## src/rtl/ledg_setclr_arbiter_pkg.sv

```systemverilog
// Shared definitions for the green-LED set/clear arbiter.
//   ADDR_SET / ADDR_CLR : PIO word offsets of the bit-set / bit-clear registers
//   op_e                : requester operation encoding (clear = 0, set = 1)
//   state_e             : arbiter FSM states
package ledg_pkg;

  localparam logic [2:0] ADDR_SET = 3'd4;
  localparam logic [2:0] ADDR_CLR = 3'd5;

  typedef enum logic {
    OP_CLR = 1'b0,
    OP_SET = 1'b1
  } op_e;

  typedef enum logic {
    ST_IDLE  = 1'b0,
    ST_WRITE = 1'b1
  } state_e;

endpackage

```

## src/rtl/ledg_setclr_arbiter_if.sv

```systemverilog
// Avalon-MM write-only master bus between the arbiter and the LED PIO.
//   avm_address     : word address (set or clear register)
//   avm_chipselect  : transfer select
//   avm_write_n     : write strobe, active low
//   avm_writedata   : bit mask, zero-extended to 32 bits
//   avm_waitrequest : fabric stall back to the master
interface ledg_setclr_arbiter_if;

  logic [2:0]  avm_address;
  logic        avm_chipselect;
  logic        avm_write_n;
  logic [31:0] avm_writedata;
  logic        avm_waitrequest;

  modport master (
    output avm_address,
    output avm_chipselect,
    output avm_write_n,
    output avm_writedata,
    input  avm_waitrequest
  );

  modport slave (
    input  avm_address,
    input  avm_chipselect,
    input  avm_write_n,
    input  avm_writedata,
    output avm_waitrequest
  );

endinterface

```

## src/rtl/ledg_setclr_arbiter_rr.sv

```systemverilog
// Combinational round-robin picker.
//   req_valid : per-requester valid
//   rr_ptr    : index where the search starts
//   grant     : one-hot pick (all zero when nothing is valid)
//   grant_idx : encoded pick
//   grant_any : some requester was picked
module ledg_setclr_arbiter_rr #(
  parameter int NUM_REQ = 4
) (
  input  logic [NUM_REQ-1:0] req_valid,
  input  logic [2:0]         rr_ptr,
  output logic [NUM_REQ-1:0] grant,
  output logic [2:0]         grant_idx,
  output logic               grant_any
);

  logic [7:0] valid_pad;
  logic [3:0] idx;

  // Scan rr_ptr, rr_ptr+1, ... wrapping at NUM_REQ; the first valid lane wins.
  // The vector is padded to 8 lanes so a 3-bit index always fits.
  always_comb begin
    valid_pad                = '0;
    valid_pad[NUM_REQ-1:0]   = req_valid;
    grant_idx                = '0;
    grant_any                = 1'b0;
    idx                      = '0;
    for (int k = 0; k < NUM_REQ; k++) begin
      idx = {1'b0, rr_ptr} + 4'(k);
      if (idx >= 4'(NUM_REQ)) begin
        idx = idx - 4'(NUM_REQ);
      end
      if (!grant_any && valid_pad[idx[2:0]]) begin
        grant_any = 1'b1;
        grant_idx = idx[2:0];
      end
    end
  end

  genvar gi;
  generate
    for (gi = 0; gi < NUM_REQ; gi++) begin : g_grant
      assign grant[gi] = grant_any && (grant_idx == 3'(gi));
    end
  endgenerate

endmodule

```

## src/rtl/ledg_setclr_arbiter.sv

```systemverilog
// Arbitrates set/clear requests for the shared green-LED PIO and turns each
// granted request into a single Avalon-MM write to the bit-set or bit-clear
// register, so requesters never overwrite each other's LED bits.
//   clk, reset_n : clock, synchronous active-low reset
//   req_valid    : per-requester request valid
//   req_op       : per-requester op (1 = set bits, 0 = clear bits)
//   req_mask     : per-requester mask, lane i at [i*DATA_W +: DATA_W]
//   req_ready    : one-hot accept strobe (combinational, only in IDLE)
//   avm          : Avalon-MM master port (registered outputs)
//   busy         : high while a write is on the bus
//   grant_id     : index of the requester currently or last served
module ledg_setclr_arbiter #(
  parameter int         NUM_REQ  = 4,
  parameter int         DATA_W   = 8,
  parameter logic [2:0] ADDR_SET = ledg_pkg::ADDR_SET,
  parameter logic [2:0] ADDR_CLR = ledg_pkg::ADDR_CLR
) (
  input  logic                      clk,
  input  logic                      reset_n,
  input  logic [NUM_REQ-1:0]        req_valid,
  input  logic [NUM_REQ-1:0]        req_op,
  input  logic [NUM_REQ*DATA_W-1:0] req_mask,
  output logic [NUM_REQ-1:0]        req_ready,
  ledg_setclr_arbiter_if.master     avm,
  output logic                      busy,
  output logic [2:0]                grant_id
);

  import ledg_pkg::*;

  state_e            state_q;
  logic [2:0]        rr_ptr_q;
  logic [2:0]        grant_id_q;
  logic              cs_q;
  logic              write_n_q;
  logic [2:0]        addr_q;
  logic [31:0]       wdata_q;

  logic [NUM_REQ-1:0] pick_onehot;
  logic [2:0]         pick_idx;
  logic               pick_any;
  logic               take;
  logic [2:0]         rr_ptr_d;
  logic [2:0]         addr_d;
  logic [DATA_W-1:0]  mask_d;
  logic [31:0]        wdata_d;

  // Lanes padded to 8 so the 3-bit pick index can select directly.
  logic [DATA_W-1:0] mask_lane [8];
  logic [7:0]        op_pad;

  genvar gi;
  generate
    for (gi = 0; gi < 8; gi++) begin : g_lane
      if (gi < NUM_REQ) begin : g_real
        assign mask_lane[gi] = req_mask[gi*DATA_W +: DATA_W];
        assign op_pad[gi]    = req_op[gi];
      end else begin : g_pad
        assign mask_lane[gi] = '0;
        assign op_pad[gi]    = 1'b0;
      end
    end
  endgenerate

  ledg_setclr_arbiter_rr #(
    .NUM_REQ (NUM_REQ)
  ) u_rr (
    .req_valid (req_valid),
    .rr_ptr    (rr_ptr_q),
    .grant     (pick_onehot),
    .grant_idx (pick_idx),
    .grant_any (pick_any)
  );

  // Ready is gated by reset so no request is consumed on a reset edge.
  assign req_ready = (state_q == ST_IDLE && reset_n) ? pick_onehot : '0;
  assign take      = pick_any && (state_q == ST_IDLE);

  assign mask_d   = mask_lane[pick_idx];
  assign addr_d   = (op_pad[pick_idx] == OP_SET) ? ADDR_SET : ADDR_CLR;
  assign rr_ptr_d = (pick_idx == 3'(NUM_REQ - 1)) ? 3'd0 : pick_idx + 3'd1;

  always_comb begin
    wdata_d               = '0;
    wdata_d[DATA_W-1:0]   = mask_d;
  end

  always_ff @(posedge clk) begin
    if (!reset_n) begin
      state_q    <= ST_IDLE;
      rr_ptr_q   <= '0;
      grant_id_q <= '0;
      cs_q       <= 1'b0;
      write_n_q  <= 1'b1;
      addr_q     <= '0;
      wdata_q    <= '0;
    end else begin
      case (state_q)
        ST_IDLE: begin
          if (take) begin
            grant_id_q <= pick_idx;
            rr_ptr_q   <= rr_ptr_d;
            // A zero mask is consumed without a bus cycle.
            if (|mask_d) begin
              state_q   <= ST_WRITE;
              cs_q      <= 1'b1;
              write_n_q <= 1'b0;
              addr_q    <= addr_d;
              wdata_q   <= wdata_d;
            end
          end
        end
        ST_WRITE: begin
          // Address and data stay put through the stall; only the strobes drop.
          if (!avm.avm_waitrequest) begin
            state_q   <= ST_IDLE;
            cs_q      <= 1'b0;
            write_n_q <= 1'b1;
          end
        end
        default: state_q <= ST_IDLE;
      endcase
    end
  end

  assign avm.avm_address    = addr_q;
  assign avm.avm_chipselect = cs_q;
  assign avm.avm_write_n    = write_n_q;
  assign avm.avm_writedata  = wdata_q;
  assign busy               = (state_q == ST_WRITE);
  assign grant_id           = grant_id_q;

endmodule

```

## src/flat_wrapper.sv

```systemverilog
// flat-port wrapper written by rule: the top's interface ports become plain ports
module ledg_setclr_arbiter_flat import ledg_pkg::*;
#(
  parameter int         NUM_REQ  = 4,
  parameter int         DATA_W   = 8,
  parameter logic [2:0] ADDR_SET = ledg_pkg::ADDR_SET,
  parameter logic [2:0] ADDR_CLR = ledg_pkg::ADDR_CLR
)
  (clk, reset_n, req_valid, req_op, req_mask, req_ready, busy, grant_id, avm_avm_address, avm_avm_chipselect, avm_avm_write_n, avm_avm_writedata, avm_avm_waitrequest);
  ledg_setclr_arbiter_if avm_i ();
  input  logic clk;
  input  logic reset_n;
  input  logic [NUM_REQ-1:0] req_valid;
  input  logic [NUM_REQ-1:0] req_op;
  input  logic [NUM_REQ*DATA_W-1:0] req_mask;
  output logic [NUM_REQ-1:0] req_ready;
  output logic busy;
  output logic [2:0] grant_id;
  output wire logic [$bits(avm_i.avm_address)-1:0] avm_avm_address;
  output wire logic [$bits(avm_i.avm_chipselect)-1:0] avm_avm_chipselect;
  output wire logic [$bits(avm_i.avm_write_n)-1:0] avm_avm_write_n;
  output wire logic [$bits(avm_i.avm_writedata)-1:0] avm_avm_writedata;
  input wire logic [$bits(avm_i.avm_waitrequest)-1:0] avm_avm_waitrequest;
  assign avm_avm_address = avm_i.avm_address;
  assign avm_avm_chipselect = avm_i.avm_chipselect;
  assign avm_avm_write_n = avm_i.avm_write_n;
  assign avm_avm_writedata = avm_i.avm_writedata;
  assign avm_i.avm_waitrequest = avm_avm_waitrequest;
  ledg_setclr_arbiter #(.NUM_REQ(NUM_REQ), .DATA_W(DATA_W), .ADDR_SET(ADDR_SET), .ADDR_CLR(ADDR_CLR)) u_core (.clk(clk), .reset_n(reset_n), .req_valid(req_valid), .req_op(req_op), .req_mask(req_mask), .req_ready(req_ready), .avm(avm_i), .busy(busy), .grant_id(grant_id));
endmodule
```

## config.mk

```make
export PLATFORM = sky130hd
export DESIGN_NAME = ledg_setclr_arbiter_flat
export DESIGN_NICKNAME = d
export VERILOG_FILES = /design/src/rtl/ledg_setclr_arbiter_pkg.sv /design/src/rtl/ledg_setclr_arbiter_if.sv /design/src/rtl/ledg_setclr_arbiter_rr.sv /design/src/rtl/ledg_setclr_arbiter.sv /design/src/flat_wrapper.sv
export SDC_FILE = /design/constraint.sdc
export NUM_CORES = 1
export LEC_CHECK = 0
export CAP_MARGIN = 25
export CORE_MARGIN = 4
export CORE_UTILIZATION = 42
export CTS_CLUSTER_DIAMETER = 30
export CTS_CLUSTER_SIZE = 28
export DETAILED_ROUTE_END_ITERATION = 8
export GPL_TIMING_DRIVEN = 0
export PLACE_DENSITY = 0.94
export SETUP_SLACK_MARGIN = 0.4
export SYNTH_ARGS = -nofsm -noshare
export SYNTH_HDL_FRONTEND = slang
export SYNTH_SLANG_ARGS = --single-unit
```

## constraint.sdc

```tcl
create_clock -name clk -period 8.1 [get_ports clk]
set_input_delay 1.62 -clock clk [delete_from_list [all_inputs] [get_ports clk]]
set_output_delay 1.62 -clock clk [all_outputs]
set_load 0.05 [all_outputs]
```

# Word level (Yosys, flattened, before mapping)
# Index checks and enable logic that the tools add are counted.
[totals]
regBits = 20
input_bits = 43
wordCells = 90
[classes]
addsub = 8
bitwise = 2
n_lt_le_gt_ge = 10
n_reduce_logical = 17
n_mux = 40
eq_ne = 6
[ops]
columns = ["operator", "count"]
rows = [
  ["$mux 3", 9],
  ["$bmux 8 s3", 1],
  ["$lt 3x4->1 const B", 5],
  ["$mux 1", 19],
  ["$mux 8", 2],
  ["$bmux 1 s3", 5],
  ["$ge 4x3->1 const B", 3],
  ["$sub 3x3->3 const B", 4],
  ["$logic_and 1x1->1", 9],
  ["$add 3x2->4 const B", 2],
  ["$reduce_or 8->1", 1],
  ["$eq 3x2->1 const B", 2],
  ["$pmux 1 s2", 3],
  ["$reduce_and 3->1", 2],
  ["$add 3x1->4 const B", 1],
  ["$ge 4x4->1 const B", 1],
  ["$mux 4", 1],
  ["$ne 2x2->1 const B", 2],
  ["$not 3->4", 1],
  ["$add 3x1->3 const B", 1],
  ["$eq 3x1->1 const B", 1],
  ["$ge 3x3->1 const B", 1],
  ["$logic_not 1->1", 3],
  ["$logic_not 3->1", 1],
  ["other kinds (3)", 3],
]

# Logic depth before layout (Yosys ltp)
# Gate-level depths: netlist (run 1).
[depth]
depth_word = 22
ltp_mapped = 13

# Modules after synthesis
# A second synthesis (run 1) with hierarchy kept.
[hier_totals]
cells_unflattened = 176
hier_area_um2 = 1696.6
[modules_own_cells]
columns = ["module", "area_each_um2", "instances", "cells_per_inst"]
rows = [
  ["ledg_setclr_arbiter", 1292.5, 1, 125],
  ["ledg_setclr_arbiter_rr", 404.1, 1, 51],
]

# Least setup slack after synthesis (run 1)
# OpenSTA, ideal clock, no wires.
[synth_timing]
path_kind = "input to output"
startpoint = "input port req_valid[0]"
endpoint = "output port req_ready[0]"
t_required_ns = 6.480
slack_ns = 2.929
arrival_time_ns = 3.551
cell_stages = 7
path_buffers = 1
cell_sequence = "mux4_2 -> o21ai_0 -> nor3_1 -> o21ai_0 -> clkbuf_1 -> ha_1 -> and3_1"
[synth_between]
elab_chain_cells = 15
[synth_lines]
columns = ["element", "line", "source"]
rows = [
  ["from (decl)", "flat_wrapper.sv:13", "input logic [NUM_REQ-1:0] req_valid;"],
  ["$bmux 1 s3", "ledg_setclr_arbiter_rr.sv:33", "if (!grant_any && valid_pad[idx[2:0]]) begin"],
  ["$mux 1 (implied by the code)", "ledg_setclr_arbiter_rr.sv:33", ""],
  ["$mux 1", "ledg_setclr_arbiter_rr.sv:33", ""],
  ["$logic_not 1->1", "ledg_setclr_arbiter_rr.sv:33", ""],
  ["$logic_and 1x1->1", "ledg_setclr_arbiter_rr.sv:33", ""],
  ["$mux 1", "ledg_setclr_arbiter_rr.sv:33", ""],
  ["$logic_not 1->1", "ledg_setclr_arbiter_rr.sv:33", ""],
  ["$logic_and 1x1->1", "ledg_setclr_arbiter_rr.sv:33", ""],
  ["$mux 1", "ledg_setclr_arbiter_rr.sv:33", ""],
  ["$logic_not 1->1", "ledg_setclr_arbiter_rr.sv:33", ""],
  ["$logic_and 1x1->1", "ledg_setclr_arbiter_rr.sv:33", ""],
  ["$mux 3", "ledg_setclr_arbiter_rr.sv:33", ""],
  ["$logic_not 3->1", "ledg_setclr_arbiter_rr.sv:43", "assign grant[gi] = grant_any && (grant_idx == 3'(gi));"],
  ["$logic_and 1x1->1 (*)", "ledg_setclr_arbiter_rr.sv:43", ""],
  ["$mux 4 (*)", "ledg_setclr_arbiter.sv:76", "assign req_ready = (state_q == ST_IDLE && reset_n) ? pick_onehot : '0;"],
  ["to (decl)", "flat_wrapper.sv:16", "output logic [NUM_REQ-1:0] req_ready;"],
]
# Mark *: on every way between the ends. The rest lies on a longest branch, timed or not. The select of a mux whose other input is x is not followed.

# Worst setup path after layout (run 1)
[layout_timing]
startpoint = "input port req_valid[0]"
endpoint = "output port req_ready[3]"
[layout_between]
elab_chain_cells = 15
[layout_lines]
columns = ["element", "line", "source"]
rows = [
  ["$bmux 1 s3", "ledg_setclr_arbiter_rr.sv:33", ""],
  ["$mux 1 (implied by the code)", "ledg_setclr_arbiter_rr.sv:33", ""],
  ["$mux 1", "ledg_setclr_arbiter_rr.sv:33", ""],
  ["$logic_not 1->1", "ledg_setclr_arbiter_rr.sv:33", ""],
  ["$logic_and 1x1->1", "ledg_setclr_arbiter_rr.sv:33", ""],
  ["$mux 1", "ledg_setclr_arbiter_rr.sv:33", ""],
  ["$logic_not 1->1", "ledg_setclr_arbiter_rr.sv:33", ""],
  ["$logic_and 1x1->1", "ledg_setclr_arbiter_rr.sv:33", ""],
  ["$mux 1", "ledg_setclr_arbiter_rr.sv:33", ""],
  ["$logic_not 1->1", "ledg_setclr_arbiter_rr.sv:33", ""],
  ["$logic_and 1x1->1", "ledg_setclr_arbiter_rr.sv:33", ""],
  ["$mux 3 (*)", "ledg_setclr_arbiter_rr.sv:33", ""],
  ["net u_core.pick_idx[1]", "ledg_setclr_arbiter.sv:40", "logic [2:0] pick_idx;"],
  ["$eq 3x2->1 (*)", "ledg_setclr_arbiter_rr.sv:43", ""],
  ["$logic_and 1x1->1 (*)", "ledg_setclr_arbiter_rr.sv:43", ""],
  ["$mux 4 (*)", "ledg_setclr_arbiter.sv:76", ""],
]
# The timed path passes the listed nets; every way through them passes the cells marked *. The select of a mux whose other input is x is not followed.

==> results of run 1 <==
## sequential cells by signal (all words and copies together), names as in the netlist
| signal | cells |
|---|---|
| u_core.rr_ptr_q | 3 |
| u_core.avm.avm_write_n | 1 |
| u_core.grant_id | 3 |
| u_core.avm.avm_writedata | 8 |
| u_core.avm.avm_chipselect | 1 |
| u_core.busy | 1 |
| u_core.avm.avm_address | 2 |
## layout make-up
class	count	share of cell area, %
well taps	48	2.51
repair buffers	62	25.9
clock inverters	1	0.209
plain buffers	34	10.1
flip-flops and latches	19	15.9
inverters	7	1.10
clock buffers	3	1.72
multi-input cells	137	42.6
## placed cells by master, fill, tap and decap left out
master,count
nand3b_1,1
o21ai_1,1
dfxtp_1,19
o22ai_1,2
o211a_1,1
o21ai_0,5
and3_1,6
clkbuf_1,5
mux2_2,3
a31oi_1,9
nand3_1,8
o21a_1,3
nor3_1,2
clkdlybuf4s50_1,62
inv_1,7
and2_1,2
a211o_1,1
a31o_2,1
a21oi_2,1
o211ai_2,1
conb_1,25
nor4_4,2
nor2_1,5
a21oi_1,4
clkinv_2,1
mux4_2,8
clkbuf_8,3
buf_4,26
buf_2,1
mux2i_1,8
mux4_1,3
buf_6,2
nand2b_1,3
nand2_1,25
ha_1,6
nand4_1,1
## worst min-delay path by stage
stage	to	cells after the start	from	slack (ns)
6_report	u_core.avm.avm_address[0]	2	u_core.avm.avm_address[0]	0.46
2_1_floorplan	u_core.rr_ptr_q[2]	1	u_core.rr_ptr_q[2]	0.48
4_1_cts	u_core.avm.avm_address[0]	2	u_core.avm.avm_address[0]	0.46
3_3_place_gp	u_core.avm.avm_address[0]	2	u_core.avm.avm_address[0]	0.45
3_5_place_dp	u_core.avm.avm_address[0]	2	u_core.avm.avm_address[0]	0.45
5_1_grt	u_core.grant_id[2]	1	u_core.grant_id[2]	0.49
## critical path: cells and delay by family
kind,cells,cell delay (ns)
buffers and inverters,4,1.88
AOI/OAI and AO/OA,2,0.52
muxes,1,0.51
and+or+nand+nor,2,0.26
adders and majority gates,1,0.23
## logic make-up (layout without fill, tap and decap cells)
kind of cell | Yosys count | in the layout | share of synthesized area (%)
and+or+nand+nor | 55 | 55 | 18.2
muxes | 22 | 22 | 23.6
DFF | 19 | 19 | 24.1
AOI/OAI and AO/OA | 29 | 29 | 12.1
other | 1 | 25 | 0.238
adders and majority gates | 6 | 6 | 4.76
buffers and inverters | 41 | 107 | 17.0
## per-layer routing
layer / track usage (%) / vias up / routed length [µm]
met5: 0 / - / 0
met4: 9.54 / 0 / 153
met3: 3.62 / 14 / 326
met2: 29.2 / 73 / 2100
met1: 18.0 / 693 / 1530
li1: - / 750 / -
## power by group
part,total (mW),switching [mW],internal (mW),leakage (nW)
sequential,0.146,0.0217,0.124,0.157
combinational,0.571,0.341,0.229,0.863
clock,0.0659,0.0317,0.0342,0.0255
==> impl_metrics.csv, run 1 <==
group,metric,value,unit
outcome,status,"complete, no violations",
yosys,synthTopCellsByCount,"buf_4 (26), nand2_1 (25), dfxtp_1 (19), a31oi_1 (9)",
drt,drc,0,
job,max-cap-violations,0,
setup_path,critPathRequiredTime,6.48,ns
placement,post-place-ws,1.49,ns
clock_network,post_cts_resized,0,
global_route,grt_max_degree,12,
clock_network,cts_num_sinks,19,
setup_path,r2r-end,"u_core.busy",
global_route,grt_usage,16.5,%
cells_and_area,design_area,2390,µm²
global_route,grt_antenna_before_repair,0,
setup_path,reg2reg_from,"u_core.rr_ptr_q[0]",
cells_and_area,n_antenna_cell,0,
setup_path,cp_cell_sequence,"clkdlybuf4s50_1 -> mux4_2 -> o21ai_0 -> nor3_1 -> o21ai_0 -> clkbuf_1 -> inv_1 -> ha_1 -> and3_1 -> clkdlybuf4s50_1",
placement,place.gp.congestion,0.818,
sta,setup_slack,1.46,ns
floorplan,dieArea,4800,µm²
sta,max-slew-margin-rel,63.5,%
yosys,ys.flop_type,"dfxtp_1",
sta,tns,0,ns
floorplan,design.core.area,3630,µm²
yosys,netlist.top_cell.by_area,"dfxtp_1",
sta,final_hold_viol_count,0,
placement,numPortBuffers,62,
clock_network,htree_levels,1,
clock_network,cts_tree,"yes",
power,finalPower,0.782,mW
sta,fmax,151,MHz
yosys,synth-edff-count,0,
global_route,grt_first_pass_wirelength,6.58,mm
yosys,async_flop_share,0,%
floorplan,initial_core_util,43.4,%
setup_path,crit_start,"req_valid[0]",
cells_and_area,instances_no_fill,311,
floorplan,die_x,69.3,µm
yosys,synth_cell_types,33,
cells_and_area,multiInputGateArea,1020,µm²
clock_network,clk_pin_slew,0.07,ns
floorplan,rows,22,
sta,holdWs,0.459,ns
yosys,syn_inst,173,
clock_network,cts.path.max_buffers,2,
sta,skew,0.00416,ns
floorplan,fp.dieH,69.3,µm
cells_and_area,drive_gt1_share,18.6,%
cells_and_area,num-nets-final,313,
clock_network,cts_buffers,3,
drt,wl,4.11,mm
placement,dpl_cell_area,2350,µm²
yosys,yosysMostFrequentCell,"buf_4",
power,max-vdd-ir-drop,192,µV
sta,worstMarginPinSlew,0.544,ns
clock_network,cts_setup_buffers,0,
drt,first_pass_iters,4,
setup_path,rr_worst_depth,13,
setup_path,setup.worst_path.end,"req_ready[3]",
yosys,synth.top_cell.area_share,24.1,%
hold_path,hp-class,"register to register",
setup_path,r2r_slack,4.01,ns
power,power_density,327,nW/µm²
setup_path,path_max_fanout,11,
sta,maxSlewViolCount,0,
drt,routed-via-count,1530,
placement,placed_cells,307,
cells_and_area,syn2layout_area_growth,51.8,%
cells_and_area,final_util,65.9,%
drt,wl_per_cell,13.2,µm
clock_network,clockRootBuffer,"clkbuf_8",
power,power.leakage,1.05,nW
cells_and_area,regArea,380,µm²
sta,rsz0062_at_grt,"no",
setup_path,critPathCaptureType,"output pin",
setup_path,crit_arrival,5.02,ns
setup_path,crit_path_top_delay_cell,"clkdlybuf4s50_1",
yosys,syn-mean-instance-area,9.12,µm²
global_route,grt_overflow,0,
cells_and_area,fillers,324,
sta,period_share,81.9,%
setup_path,start_kind,"primary input",
yosys,syn_area,1580,µm²
setup_path,critical_path_class,"primary input to output pin",
drt,viasPerCell,4.92,
global_route,grt_pass1_vias,1461,
clock_network,insertion_delay,0.26,ns
yosys,ys_seq_elements,19,
clock_network,cts_hold_buffers,0,
sta,post-route-min-period,6.64,ns
placement,dp_hpwl,3.44,mm
yosys,synthTopCellsByArea,"dfxtp_1 (24%), buf_4 (12%), mux4_2 (11%)",
yosys,yosys_warnings,0,
setup_path,worst_path_largest_cell_delay,0.70,ns
drt,final_antenna_net_count,0,
yosys,yosysSeqAreaShare,24.1,%
drt,drtIter0Drc,63,
sta,setup_viol,0,
floorplan,io_pins,88,
No activity file was read; power rests on OpenSTA's default activity.
==> run 2: changes to the inputs <==
- CORE_UTILIZATION: 42 -> 35
- PLACE_DENSITY: 0.94 -> 0.84
- clock period: 8.1 -> 5.48 ns (I/O delays scaled with it)
==> impl_metrics.csv, run 2 (synthesized netlist as in run 1, its figures left out) <==
group,metric,value,unit
sta,setup_slack,0.572,ns
global_route,grt_usage,14.1,%
floorplan,design.core.area,4350,µm²
power,max-vdd-ir-drop,238,µV
placement,place.gp.congestion,0.856,
placement,post-place-ws,-0.145,ns
setup_path,critPathRequiredTime,4.38,ns
clock_network,htree_levels,1,
clock_network,cts_hold_buffers,0,
placement,placed_cells,311,
clock_network,cts.path.max_buffers,2,
setup_path,crit_arrival,3.81,ns
global_route,grt_antenna_before_repair,0,
setup_path,path_max_fanout,11,
power,power.leakage,1.06,nW
sta,final_hold_viol_count,0,
placement,numPortBuffers,62,
global_route,grt_overflow,0,
setup_path,critical_path_class,"primary input to output pin",
clock_network,cts_num_sinks,19,
cells_and_area,n_antenna_cell,0,
power,power_density,483,nW/µm²
clock_network,cts_buffers,3,
floorplan,dieArea,5650,µm²
clock_network,clockRootBuffer,"clkbuf_8",
sta,period_share,89.6,%
sta,worstMarginPinSlew,0.539,ns
sta,tns,0,ns
floorplan,die_x,75.1,µm
drt,viasPerCell,4.75,
sta,fmax,204,MHz
sta,post-route-min-period,4.91,ns
sta,rsz0062_at_grt,"no",
cells_and_area,layout_common_cells,"clkdlybuf4s50_1 (58), buf_4 (26), nand2_1 (25), conb_1 (25), dfxtp_1 (19)",
cells_and_area,final_util,55.1,%
setup_path,r2r_slack,1.77,ns
job,max-cap-violations,0,
global_route,grt_max_degree,12,
drt,drtIter0Drc,115,
hold_path,hp-class,"register to register",
clock_network,cts_setup_buffers,0,
sta,maxSlewViolCount,0,
drt,final_antenna_net_count,0,
cells_and_area,instances_no_fill,315,
cells_and_area,largest_reg_flops,8,
placement,dpl_cell_area,2350,µm²
floorplan,initial_core_util,36.2,%
cells_and_area,syn2layout_area_growth,51.9,%
drt,routed-via-count,1496,
floorplan,rows,24,
cells_and_area,fillers,398,
setup_path,start_kind,"primary input",
drt,wl_per_cell,13.0,µm
sta,skew,0.00242,ns
drt,wl,4.08,mm
power,finalPower,1.16,mW
sta,holdWs,0.485,ns
drt,drc,0,
global_route,grt_pass1_vias,1439,
floorplan,io_pins,88,
cells_and_area,drive_gt1_share,18.6,%
cells_and_area,final_common_cell,"clkdlybuf4s50_1",
setup_path,critPathCaptureType,"output pin",
clock_network,clk_pin_slew,0.07,ns
clock_network,cts_tree,"yes",
outcome,status,"complete, no violations",
global_route,grt_first_pass_wirelength,6.21,mm
sta,setup_viol,0,
sta,max-slew-margin-rel,64.0,%
drt,first_pass_iters,4,
floorplan,fp.dieH,75.1,µm
placement,dp_hpwl,3.44,mm
cells_and_area,design_area,2400,µm²
clock_network,insertion_delay,0.26,ns
cells_and_area,num-nets-final,313,
## run 2: final timing paths
| check | cells past startpoint | from | to |
|---|---|---|---|
| worst min register to register | 1 | u_core.avm.avm_address[2] | u_core.avm.avm_address[2] |
| worst max-delay path | 10 | req_valid[3] | req_ready[3] |
| worst max register to register | 13 | u_core.rr_ptr_q[0] | u_core.busy |
| worst min-delay path | 1 | u_core.avm.avm_address[2] | u_core.avm.avm_address[2] |
## run 2: cell type report
class                           count  area [µm²]  area share (%)
Buffer                             34         245            10.2
Clock buffer                        4        45.0            1.88
Inverter                            7        26.3            1.10
Multi-Input combinational cell    137        1020            42.5
Sequential cell                    19         380            15.9
Tap cell                           52        65.1            2.71
Timing Repair Buffer               62         616            25.7
## run 2: timing repair
item	in CTS	in global routing
endpoints found under the setup margin	4	2
pin swaps	0	0
resized for setup	6	2
## run 2: per-layer routing
metal  GRT usage [%]  up-vias  part of all wire [%]
met4            6.41        0                   1.5
met2            25.6       66                    52
met3            2.00        4                   8.7
li1                -      752                     -
met5               0        -                     0
met1            16.2      674                    37
## run 2: report_power, final
group / leakage, nW / switching (mW) / internal (mW) / total, mW
Combinational: 0.883 / 0.507 / 0.336 / 0.843
Clock: 0.0228 / 0.0463 / 0.0518 / 0.0981
Sequential: 0.157 / 0.0332 / 0.183 / 0.217
Total: 1.06 / 0.586 / 0.571 / 1.16
## run 2: critical path: stages
cell and delay [ns]:
clkdlybuf4s50_1 0.52, mux4_2 0.50, o21ai_0 0.16, nor3_1 0.09, o21ai_1 0.27, clkbuf_4 0.30, inv_1 0.11, ha_1 0.18
and3_1 0.17, dlygate4sd2_1 0.42
==> run 3: changes to the inputs <==
- CORE_MARGIN: 4 -> 1
==> impl_metrics.csv, run 3 (synthesized netlist as in run 1, its figures left out) <==
group,metric,value,unit
outcome,status,"complete, no violations",
hold_path,hp-class,"register to register",
power,power.leakage,1.06,nW
global_route,grt_antenna_before_repair,0,
setup_path,path_max_fanout,11,
setup_path,critical_path_class,"primary input to output pin",
clock_network,cts_buffers,3,
cells_and_area,final_common_cell,"clkdlybuf4s50_1",
drt,drc,0,
setup_path,worst_path_largest_cell_delay,0.51,ns
clock_network,cts.path.max_buffers,2,
floorplan,dieArea,4780,µm²
global_route,grt_max_degree,12,
cells_and_area,layout_common_cells,"clkdlybuf4s50_1 (58), buf_4 (26), nand2_1 (25), conb_1 (25), dfxtp_1 (19)",
placement,place.gp.congestion,0.790,
placement,dp_hpwl,3.25,mm
sta,period_share,88.5,%
drt,final_antenna_net_count,0,
cells_and_area,num-nets-final,313,
floorplan,rows,24,
job,max-cap-violations,0,
drt,wl_per_cell,12.5,µm
placement,post-place-ws,-0.0647,ns
setup_path,start_kind,"primary input",
setup_path,r2r_slack,1.80,ns
global_route,grt_pass1_vias,1332,
sta,setup_viol,0,
setup_path,rr_worst_depth,13,
cells_and_area,syn2layout_area_growth,51.9,%
clock_network,insertion_delay,0.26,ns
floorplan,design.core.area,4350,µm²
cells_and_area,largest_reg_flops,8,
clock_network,htree_levels,1,
drt,first_pass_iters,4,
cells_and_area,n_antenna_cell,0,
global_route,grt_usage,15.6,%
floorplan,die_x,69.1,µm
clock_network,cts_num_sinks,19,
drt,viasPerCell,4.78,
setup_path,crit_path_top_delay_cell,"clkdlybuf4s50_1",
sta,post-route-min-period,4.85,ns
setup_path,setup.worst_path.end,"req_ready[3]",
floorplan,io_pins,88,
setup_path,critPathRequiredTime,4.38,ns
global_route,grt_first_pass_wirelength,6.04,mm
sta,worstMarginPinSlew,0.525,ns
drt,wl,3.95,mm
placement,numPortBuffers,62,
sta,maxSlewViolCount,0,
cells_and_area,design_area,2400,µm²
sta,tns,0,ns
drt,routed-via-count,1505,
floorplan,initial_core_util,36.2,%
cells_and_area,drive_gt1_share,18.6,%
floorplan,fp.dieH,69.1,µm
cells_and_area,final_util,55.1,%
power,power_density,481,nW/µm²
sta,setup_slack,0.628,ns
setup_path,critPathCaptureType,"output pin",
power,max-vdd-ir-drop,244,µV
global_route,grt_overflow,0,
sta,skew,0.00235,ns
clock_network,cts_setup_buffers,0,
clock_network,cts_tree,"yes",
clock_network,cts_hold_buffers,0,
placement,dpl_cell_area,2350,µm²
setup_path,crit_start,"req_valid[3]",
setup_path,r2r-end,"u_core.avm.avm_chipselect",
sta,fmax,206,MHz
setup_path,cp_cell_sequence,"clkdlybuf4s50_1 -> mux4_2 -> o21ai_0 -> nor3_1 -> o21ai_1 -> clkbuf_4 -> inv_1 -> ha_1 -> and3_1 -> dlygate4sd2_1",
sta,final_hold_viol_count,0,
sta,rsz0062_at_grt,"no",
drt,drtIter0Drc,64,
setup_path,reg2reg_from,"u_core.rr_ptr_q[0]",
setup_path,crit_arrival,3.76,ns
sta,max-slew-margin-rel,64.9,%
clock_network,clk_pin_slew,0.07,ns
clock_network,clockRootBuffer,"clkbuf_8",
[run 3: power breakdown]
group | switching, mW | internal, mW
registers | 0.0323 | 0.183
clock network | 0.0449 | 0.0517
logic | 0.506 | 0.336
[run 3: layout make-up]
cell class,count,area [µm²]
Sequential cell,19,380
Buffer,34,245
Inverter,7,26.3
Clock buffer,4,45.0
Multi-Input combinational cell,137,1020
Tap cell,52,65.1
Timing Repair Buffer,62,616
Fill cell,381,1960
[run 3: worst max-delay path: cells and delay by family]
family / cells / cell delay (ns)
buffers and inverters: 4 / 1.34
muxes: 1 / 0.49
AOI/OAI and AO/OA: 2 / 0.39
adders and majority gates: 1 / 0.18
and+or+nand+nor: 2 / 0.24
[run 3: how the worst min path moves through the flow]
stage / depth (start not counted) / end / start
6_report: 2 / u_core.grant_id[1] / u_core.grant_id[1]
5_1_grt: 2 / u_core.avm.avm_address[0] / u_core.avm.avm_address[0]
4_1_cts: 2 / u_core.grant_id[1] / u_core.grant_id[1]
3_5_place_dp: 2 / u_core.grant_id[1] / u_core.grant_id[1]
3_3_place_gp: 2 / u_core.avm.avm_address[0] / u_core.avm.avm_address[0]
2_1_floorplan: 1 / u_core.rr_ptr_q[2] / u_core.rr_ptr_q[2]
[run 3: routing by layer]
metal / up-vias / track usage, % / share of wire [%]
li1: 754 / - / -
met3: 4 / 2.92 / 6.4
met1: 683 / 18.1 / 40
met5: - / 0 / 0
met2: 64 / 28.3 / 52
met4: 0 / 5.44 / 1.1
[run 3: repair_timing]
item	4_1_cts	5_1_grt
endpoints found under the hold margin	0	0
pin swaps	0	0
endpoints found under the setup margin	4	4
resized for setup	5	3
[run 3: stage by stage]
stage          hold WS [ns]  instances  power, mW
2_1_floorplan         0.483        197      0.849
3_3_place_gp          0.448        311       1.04
3_5_place_dp          0.453        311       1.06
5_1_grt               0.477        315       1.23
4_1_cts               0.463        315       1.15
6_report              0.461        315       1.15
